==> src/rtl/ins_loader.sv <==
// UART boot loader: receives a framed little-endian program image and writes it
// into instruction RAM, holding the CPU in reset until the checksum verifies.
module ins_loader #(
    parameter int unsigned CLKS_PER_BIT = 868,
    parameter int unsigned ADDR_W       = 6
) (
    input  logic              clk,
    input  logic              rst,
    input  logic              rxd,
    output logic              ram_we,
    output logic [ADDR_W-1:0] ram_addr,
    output logic [31:0]       ram_wdata,
    output logic              cpu_rst,
    output logic              busy,
    output logic              done,
    output logic              err
);

    localparam int unsigned CNT_W = $clog2(CLKS_PER_BIT);
    localparam int unsigned IDX_W = ADDR_W + 1;
    localparam int unsigned DEPTH = 1 << ADDR_W;
    localparam logic [CNT_W-1:0] CNT_LAST = CNT_W'(CLKS_PER_BIT - 1);
    localparam logic [CNT_W-1:0] CNT_HALF = CNT_W'(CLKS_PER_BIT / 2 - 1);
    localparam logic [7:0]       HDR_BYTE = 8'hA5;

    typedef enum logic [1:0] {RX_IDLE, RX_START, RX_DATA, RX_STOP} rx_state_t;
    typedef enum logic [1:0] {F_HDR, F_LEN, F_DATA, F_CHK} f_state_t;

    rx_state_t        rx_state;
    logic             rx_s1, rx_s2, rx_q;
    logic [CNT_W-1:0] cnt;
    logic [2:0]       bit_idx;
    logic [7:0]       shreg;
    logic [7:0]       rx_byte;
    logic             byte_valid;
    logic             frame_err;

    // Bit receiver: rx_q delays the synchronised line for falling-edge detection
    always_ff @(posedge clk) begin
        if (!rst) begin
            rx_s1      <= 1'b1;
            rx_s2      <= 1'b1;
            rx_q       <= 1'b1;
            rx_state   <= RX_IDLE;
            cnt        <= '0;
            bit_idx    <= '0;
            shreg      <= '0;
            rx_byte    <= '0;
            byte_valid <= 1'b0;
            frame_err  <= 1'b0;
        end else begin
            rx_s1      <= rxd;
            rx_s2      <= rx_s1;
            rx_q       <= rx_s2;
            byte_valid <= 1'b0;
            frame_err  <= 1'b0;
            case (rx_state)
                RX_IDLE: begin
                    if (rx_q && !rx_s2) begin
                        cnt      <= '0;
                        rx_state <= RX_START;
                    end
                end
                RX_START: begin
                    if (cnt == CNT_HALF) begin
                        cnt     <= '0;
                        bit_idx <= '0;
                        rx_state <= rx_s2 ? RX_IDLE : RX_DATA;
                    end else begin
                        cnt <= cnt + CNT_W'(1);
                    end
                end
                RX_DATA: begin
                    if (cnt == CNT_LAST) begin
                        cnt   <= '0;
                        shreg <= {rx_s2, shreg[7:1]};
                        if (bit_idx == 3'd7) rx_state <= RX_STOP;
                        else                 bit_idx  <= bit_idx + 3'd1;
                    end else begin
                        cnt <= cnt + CNT_W'(1);
                    end
                end
                RX_STOP: begin
                    if (cnt == CNT_LAST) begin
                        cnt      <= '0;
                        rx_state <= RX_IDLE;
                        if (rx_s2) begin
                            byte_valid <= 1'b1;
                            rx_byte    <= shreg;
                        end else begin
                            frame_err <= 1'b1;
                        end
                    end else begin
                        cnt <= cnt + CNT_W'(1);
                    end
                end
                default: rx_state <= RX_IDLE;
            endcase
        end
    end

    f_state_t         f_state;
    logic [IDX_W-1:0] n_words;
    logic [IDX_W-1:0] word_idx;
    logic [1:0]       byte_idx;
    logic [7:0]       acc;
    logic [23:0]      word_buf;

    // Frame parser; DONE and ERR are expressed by the flags and fall back into HDR
    always_ff @(posedge clk) begin
        if (!rst) begin
            f_state   <= F_HDR;
            n_words   <= '0;
            word_idx  <= '0;
            byte_idx  <= '0;
            acc       <= '0;
            word_buf  <= '0;
            ram_we    <= 1'b0;
            ram_addr  <= '0;
            ram_wdata <= '0;
            cpu_rst   <= 1'b1;
            busy      <= 1'b0;
            done      <= 1'b0;
            err       <= 1'b0;
        end else begin
            ram_we <= 1'b0;
            if (frame_err && f_state != F_HDR) begin
                err     <= 1'b1;
                busy    <= 1'b0;
                f_state <= F_HDR;
            end else if (byte_valid) begin
                case (f_state)
                    F_HDR: begin
                        if (rx_byte == HDR_BYTE) begin
                            busy    <= 1'b1;
                            cpu_rst <= 1'b1;
                            done    <= 1'b0;
                            err     <= 1'b0;
                            f_state <= F_LEN;
                        end
                    end
                    F_LEN: begin
                        if (rx_byte == 8'd0 || 32'(rx_byte) > DEPTH) begin
                            err     <= 1'b1;
                            busy    <= 1'b0;
                            f_state <= F_HDR;
                        end else begin
                            n_words  <= IDX_W'(rx_byte);
                            word_idx <= '0;
                            byte_idx <= '0;
                            acc      <= '0;
                            f_state  <= F_DATA;
                        end
                    end
                    F_DATA: begin
                        acc      <= acc ^ rx_byte;
                        byte_idx <= byte_idx + 2'd1;
                        if (byte_idx == 2'd3) begin
                            ram_we    <= 1'b1;
                            ram_addr  <= word_idx[ADDR_W-1:0];
                            ram_wdata <= {rx_byte, word_buf};
                            word_idx  <= word_idx + IDX_W'(1);
                            if (word_idx + IDX_W'(1) == n_words) f_state <= F_CHK;
                        end else begin
                            word_buf <= {rx_byte, word_buf[23:8]};
                        end
                    end
                    F_CHK: begin
                        busy    <= 1'b0;
                        f_state <= F_HDR;
                        if (rx_byte == acc) begin
                            done    <= 1'b1;
                            cpu_rst <= 1'b0;
                        end else begin
                            err <= 1'b1;
                        end
                    end
                    default: f_state <= F_HDR;
                endcase
            end
        end
    end

endmodule

==> config.mk <==
export PLATFORM = sky130hd
export DESIGN_NAME = ins_loader
export DESIGN_NICKNAME = d
export VERILOG_FILES = /design/src/rtl/ins_loader.sv
export SDC_FILE = /design/constraint.sdc
export NUM_CORES = 1
export LEC_CHECK = 0
export CELL_PAD_IN_SITES_DETAIL_PLACEMENT = 1
export CELL_PAD_IN_SITES_GLOBAL_PLACEMENT = 1
export CORE_MARGIN = 3
export CORE_UTILIZATION = 39
export DETAILED_ROUTE_END_ITERATION = 8
export PLACE_DENSITY = 0.73
export SLEW_MARGIN = 40
export SYNTH_ARGS = -nofsm -noshare
export SYNTH_HDL_FRONTEND = slang
export SYNTH_SLANG_ARGS = --single-unit
==> constraint.sdc <==
create_clock -name clk -period 1.9 [get_ports clk]
set_input_delay 0.57 -clock clk [delete_from_list [all_inputs] [get_ports clk]]
set_output_delay 0.57 -clock clk [all_outputs]
set_load 0.02 [all_outputs]
# --- Word-level counts from Yosys, hierarchy flattened ---
# Index checks and enable logic that the tools add are counted.
totals:
  romBits: 0
  out_inout_bits: 43
  latchBits: 0
  mem_count: 0
  ramBits: 0
  inputBits: 3
  register_bits: 129
  elab_cells: 137
classes:
  mul: 0
  n_mux: 43
  n_eq_ne: 28
  reduce_logical: 31
  bitwise: 7
  add_sub_neg: 4
  div_mod_pow: 0
  shift: 0
  n_lt_le_gt_ge: 1
ops:
  columns: ["cell", "count"]
  rows:
  - ["two-way mux 10 bit", 3]
  - ["case mux 10 bit (3 select lines)", 1]
  - ["AND reduction 4 bit", 7]
  - ["!= test 2 bit (second input constant)", 12]
  - ["two-way mux 2 bit", 11]
  - ["AND reduction 5 bit", 4]
  - ["case mux 2 bit (4 select lines)", 2]
  - ["case mux 8 bit (2 select lines)", 1]
  - ["two-way mux 7 bit", 2]
  - ["case mux 7 bit (2 select lines)", 1]
  - ["two-way mux 1 bit", 12]
  - ["adder 10 x 1 -> 10 bit (second input constant)", 1]
  - ["== test 10 bit (second input constant)", 1]
  - ["== test 10 x 9 -> 1 bit (second input constant)", 1]
  - ["== test 2 bit (second input constant)", 5]
  - ["nonzero test 2 bit", 5]
  - ["two-way mux 3 bit", 3]
  - ["!= test 3 bit (second input constant)", 3]
  - ["== test 8 bit", 1]
  - ["== test 8 bit (second input constant)", 1]
  - ["greater-than comparator 8 x 7 -> 1 bit (second input constant)", 1]
  - ["logical NOT 8 bit", 1]
  - ["two-way mux 8 bit", 1]
  - ["XOR 8 bit", 1]
  - ["21 further kinds", 33]

# --- Logic depth before layout (Yosys ltp) ---
# Gate-level depths: netlist of the first run.
logic_depth:
  word_depth: 6
  ltp_mapped: 8

# --- Worst setup path before layout of the first run ---
# OpenSTA, ideal clock, no wires.
synth_path:
  path_kind: "input -> register"
  from: "input port rst"
  to: "register cnt[9]"
  setup_slack_ps: -18
  n_path_buf: 1
  setup_ps: 79
  path_stages: 6
  required_time_ps: 1821
  t_arrival_ps: 1838
  path_cell_list: "clkbuf_1 > inv_1 > a311oi_1 > a31oi_1 > or4_1 > o211ai_1"
synth_lines:
  columns: ["element", "line", "rtl"]
  rows:
  - ["start: declaration", "8", "input logic rst,"]
  - ["end signal: assignment", "70", "cnt <= cnt + CNT_W'(1);"]
  - ["end signal: assignment", "80", "cnt <= cnt + CNT_W'(1);"]
  - ["end signal: assignment", "94", "cnt <= cnt + CNT_W'(1);"]
  - ["end: declaration", "31", "logic [CNT_W-1:0] cnt;"]

# --- Worst setup path in the final report of the first run ---
layout_path:
  from: "register cnt[0]"
  to: "register cnt[9]"
layout_via:
  elab_chain_cells: 3
  word_cells_on_any_way: 6
  classes_between: "add/sub: 1; eq/ne: 2; mux: 3"
layout_lines:
  columns: ["element", "line", "rtl"]
  rows:
  - ["adder 10 x 1 -> 10 bit (tied with other cells)", "70, 80, 94", null]
  - ["two-way mux 10 bit (on tied branches)", "74, 84, 65", null]
  - ["case mux 10 bit (3 select lines) *", "57", "case (rx_state)"]
# Every way passes the cells marked *; elsewhere a longest branch is shown, timed or not.
# A chain may end at the register's enable or synchronous reset.

==> results of run 1 <==
[layout make-up]
type	instances	share of cell area, %
clock buffer	19	6.14
clock inverter	13	1.97
inverter	10	0.550
multi-input combinational	496	39.0
sequential	129	36.8
tap	176	3.12
timing repair buffer	102	12.4
[metal layers]
metal	track usage, %	wire length [µm]
met1	24.7	7070
met2	33.8	7830
met3	4.59	409
met4	8.19	351
met5	0	0
[cells by family (layout without fill, tap and decap cells)]
family | count (synthesis) | in the layout | share of synthesized area, %
compound gates | 159 | 159 | 16.1
flops | 129 | 129 | 47.0
fa+ha+maj | 6 | 6 | 1.36
mux | 10 | 10 | 1.84
simple gates | 302 | 302 | 26.0
xor+xnor | 19 | 19 | 3.03
buf+inv | 62 | 144 | 4.73
[synth_stat cells, types with 6 or more instances]
cell type and n:
nand4_1 10, o21ai_0 13, xor2_1 6, dfxtp_1 129, a31oi_1 7, nand3_1 31
ha_1 6, mux2i_1 9, nor3_2 6, xnor2_1 13, nor3_1 17, nand2_1 164
a21oi_1 114, o21ai_1 6, nand2b_1 9, inv_1 10, clkbuf_1 40, buf_2 7
nor2_1 24
[cells in the final DEF, fill, tap and decap left out, drive strengths merged, types with 19 or more instances in the layout]
cell         synthesis  final
nand2              164    164
nor3                23     23
clkbuf              40     19
dlygate4sd2          0     42
dfxtp              129    129
o21ai               20     20
nor2                24     24
nand3               32     32
buf                 12     57
a21oi              114    114
[state kept, by name, summed over array words and instances, names as in the netlist, 2 cells and up, named ones only]
name and count:
acc 8, shreg 8, cnt 10, ram_wdata 32
word_buf 24, bit_idx 3, byte_idx 2, word_idx 7
n_words 7, rx_byte 8, ram_addr 6
[path summary, 6_finish.rpt]
check,end,slack (ps),cells after the start
hold / removal,rx_s2,430,1
hold reg to reg,rx_s2,430,1
setup / recovery,cnt[9],10,6
setup reg to reg,cnt[9],10,6
[what timing repair did]
item                                    in CTS  in global routing
endpoints found under the setup margin      63                 49
buffers inserted                             1                  6
hold endpoints to repair                     0                  0
pin swaps                                    5                 13
gates resized for setup                     49                 25
[where the power goes]
part	total, mW	switching, mW	internal, mW
Combinational	0.122	0.0783	0.0442
Clock	3.12	1.19	1.93
Sequential	2.72	0.00956	2.71
[metrics by stage]
stage / power [mW] / hold slack [ps]
detailed placement: 2.90 / 413
global placement: 2.89 / 394
CTS: 6.04 / 429
finish: 5.96 / 429
global route: 6.20 / 445
floorplan: 2.85 / 386
==> impl_results.md, run 1 <==
- Syn Inst Count: 687
- Antenna violations before repair: 0
- Setup crit start: cnt[0]
- Min-Delay Startpoint: rx_s1
- Placed insts: 906
- RSZ-0062 raised after global routing: true
- Startpoint of the worst register-to-register path: cnt[0]
- CP Cell Sequence: ha_2 > nor4bb_4 > a311oi_1 > a31oi_1 > or4_1 > o211ai_1
- Layout cells sized above 1: 16.1%
- H-tree depth: 4
- Vias in the first global route: 5265
- Endpoint type of the worst setup path: flop
- Fin crit share: 99.2%
- Post-route cell area: 0.00706 mm²
- Clock skew: 7.43 ps
- CP max FO: 4
- GPL Wtd Cong: 0.829
- GR Overflow Total: 0
- Syn Area/Cell: 8.01 µm²
- Starting density of the core: 40.7%
- Fin util: 52.2%
- Nets: 765
- First-pass GRT wire length: 26200 µm
- Synth area leader: dfxtp_1
- Synth Register Bits: 129
- Syn Nets: 696
- Vias post-DR: 5127
- Worst Tran Pin Value: 502 ps
- Pleak: 2.70 nW
- Top FF cell, synth: dfxtp_1
- Worst setup margin: 15.0 ps
- Max incr delay on CP: 520 ps
- Kind of cell adding the most delay to the critical path: simple AND/OR/NAND/NOR gates
- Setup crit start kind: flop
- Ys Warns: 0
- Iteration-0 DRC Markers: 338
- WP data arrival: 2210 ps
- CTS tree: built
- Rows: 42
- Core Box Area: 0.0135 mm²
- Storage element area: 0.00260 mm²
- Largest net degree at the start of global routing: 111
- Register area share after synthesis: 47.0%
- Post-DP HPWL: 10500 µm
- Routed Antenna Nets: 0
- CTS buffer count: 17
- Pre-CTS setup slack: -323 ps
- Post-Layout Cell Count: 945
- Clk root buf: clkbuf_16
- Number of max-cap violations: 0
- CP Data Required Time: 2230 ps
- Worst Hold Class: reg -> reg
- Drt pass-1 iters: 4
- Cell variety after synth: 53
- Post-synth top area share: 47.0%
- Slowest CP cell: or4_1
- Die Ht: 125 µm
- Async SR Flop Fraction: 0%
- P&R area growth vs syn: 28.3%
- Cell area after placement: 0.00638 mm²
- Die Footprint: 0.0156 mm²
- Slew HR: 66.5%
- Clock sinks: 129
- Synth Cell Area: 0.00550 mm²
- CP bufs+invs: 0
- Final period demand of the worst path: 1890 ps
- Antenna diodes: 0
- Finish-stage setup viols: 0
- TNS Setup: 0 ps
- Worst skew pair latency: 410 ps
- Multi-input logic area: 0.00275 mm²
- Clock-pin slew on the worst setup and hold paths: 60 ps
- Pwr/cell area: 845 mW/mm²
- Die width: 125 µm
- WL per Instance: 16.6 µm
- Setup CP Type: reg -> reg
- Top cells by area, synth: dfxtp_1 47%, nand2_1 11%, a21oi_1 10%
- Clk buf depth: 2
- Via density per instance: 5.43
- Final wirelength: 15700 µm
- Port Buf Inserts: 45
- Status: finished clean
- Max VDD drop: 0.603 mV
- EDFF count, synth: 0
- FILL cells: 1631
- Remaining DRCs: 0
- Post-cts hold buffer count: 0
- FMAX: 0.530 GHz
- Slew Viols, Final: 0
- I/O pin total: 46
- Final hold violations: 0
- Total GRT Usage: 20.1%
(Power assumes the default switching activity.)
==> run 2: changes to the inputs <==
Settings changed: ABC_AREA from default to 0.
==> results of run 2 <==
No change in the layout: final DEF, timing and power equal those of run 1.
==> run 3: changes to the inputs <==
Settings changed: CTS_CLUSTER_SIZE from default to 8.
==> results of run 3 <==
No change in the layout: final DEF, timing and power equal those of run 1.
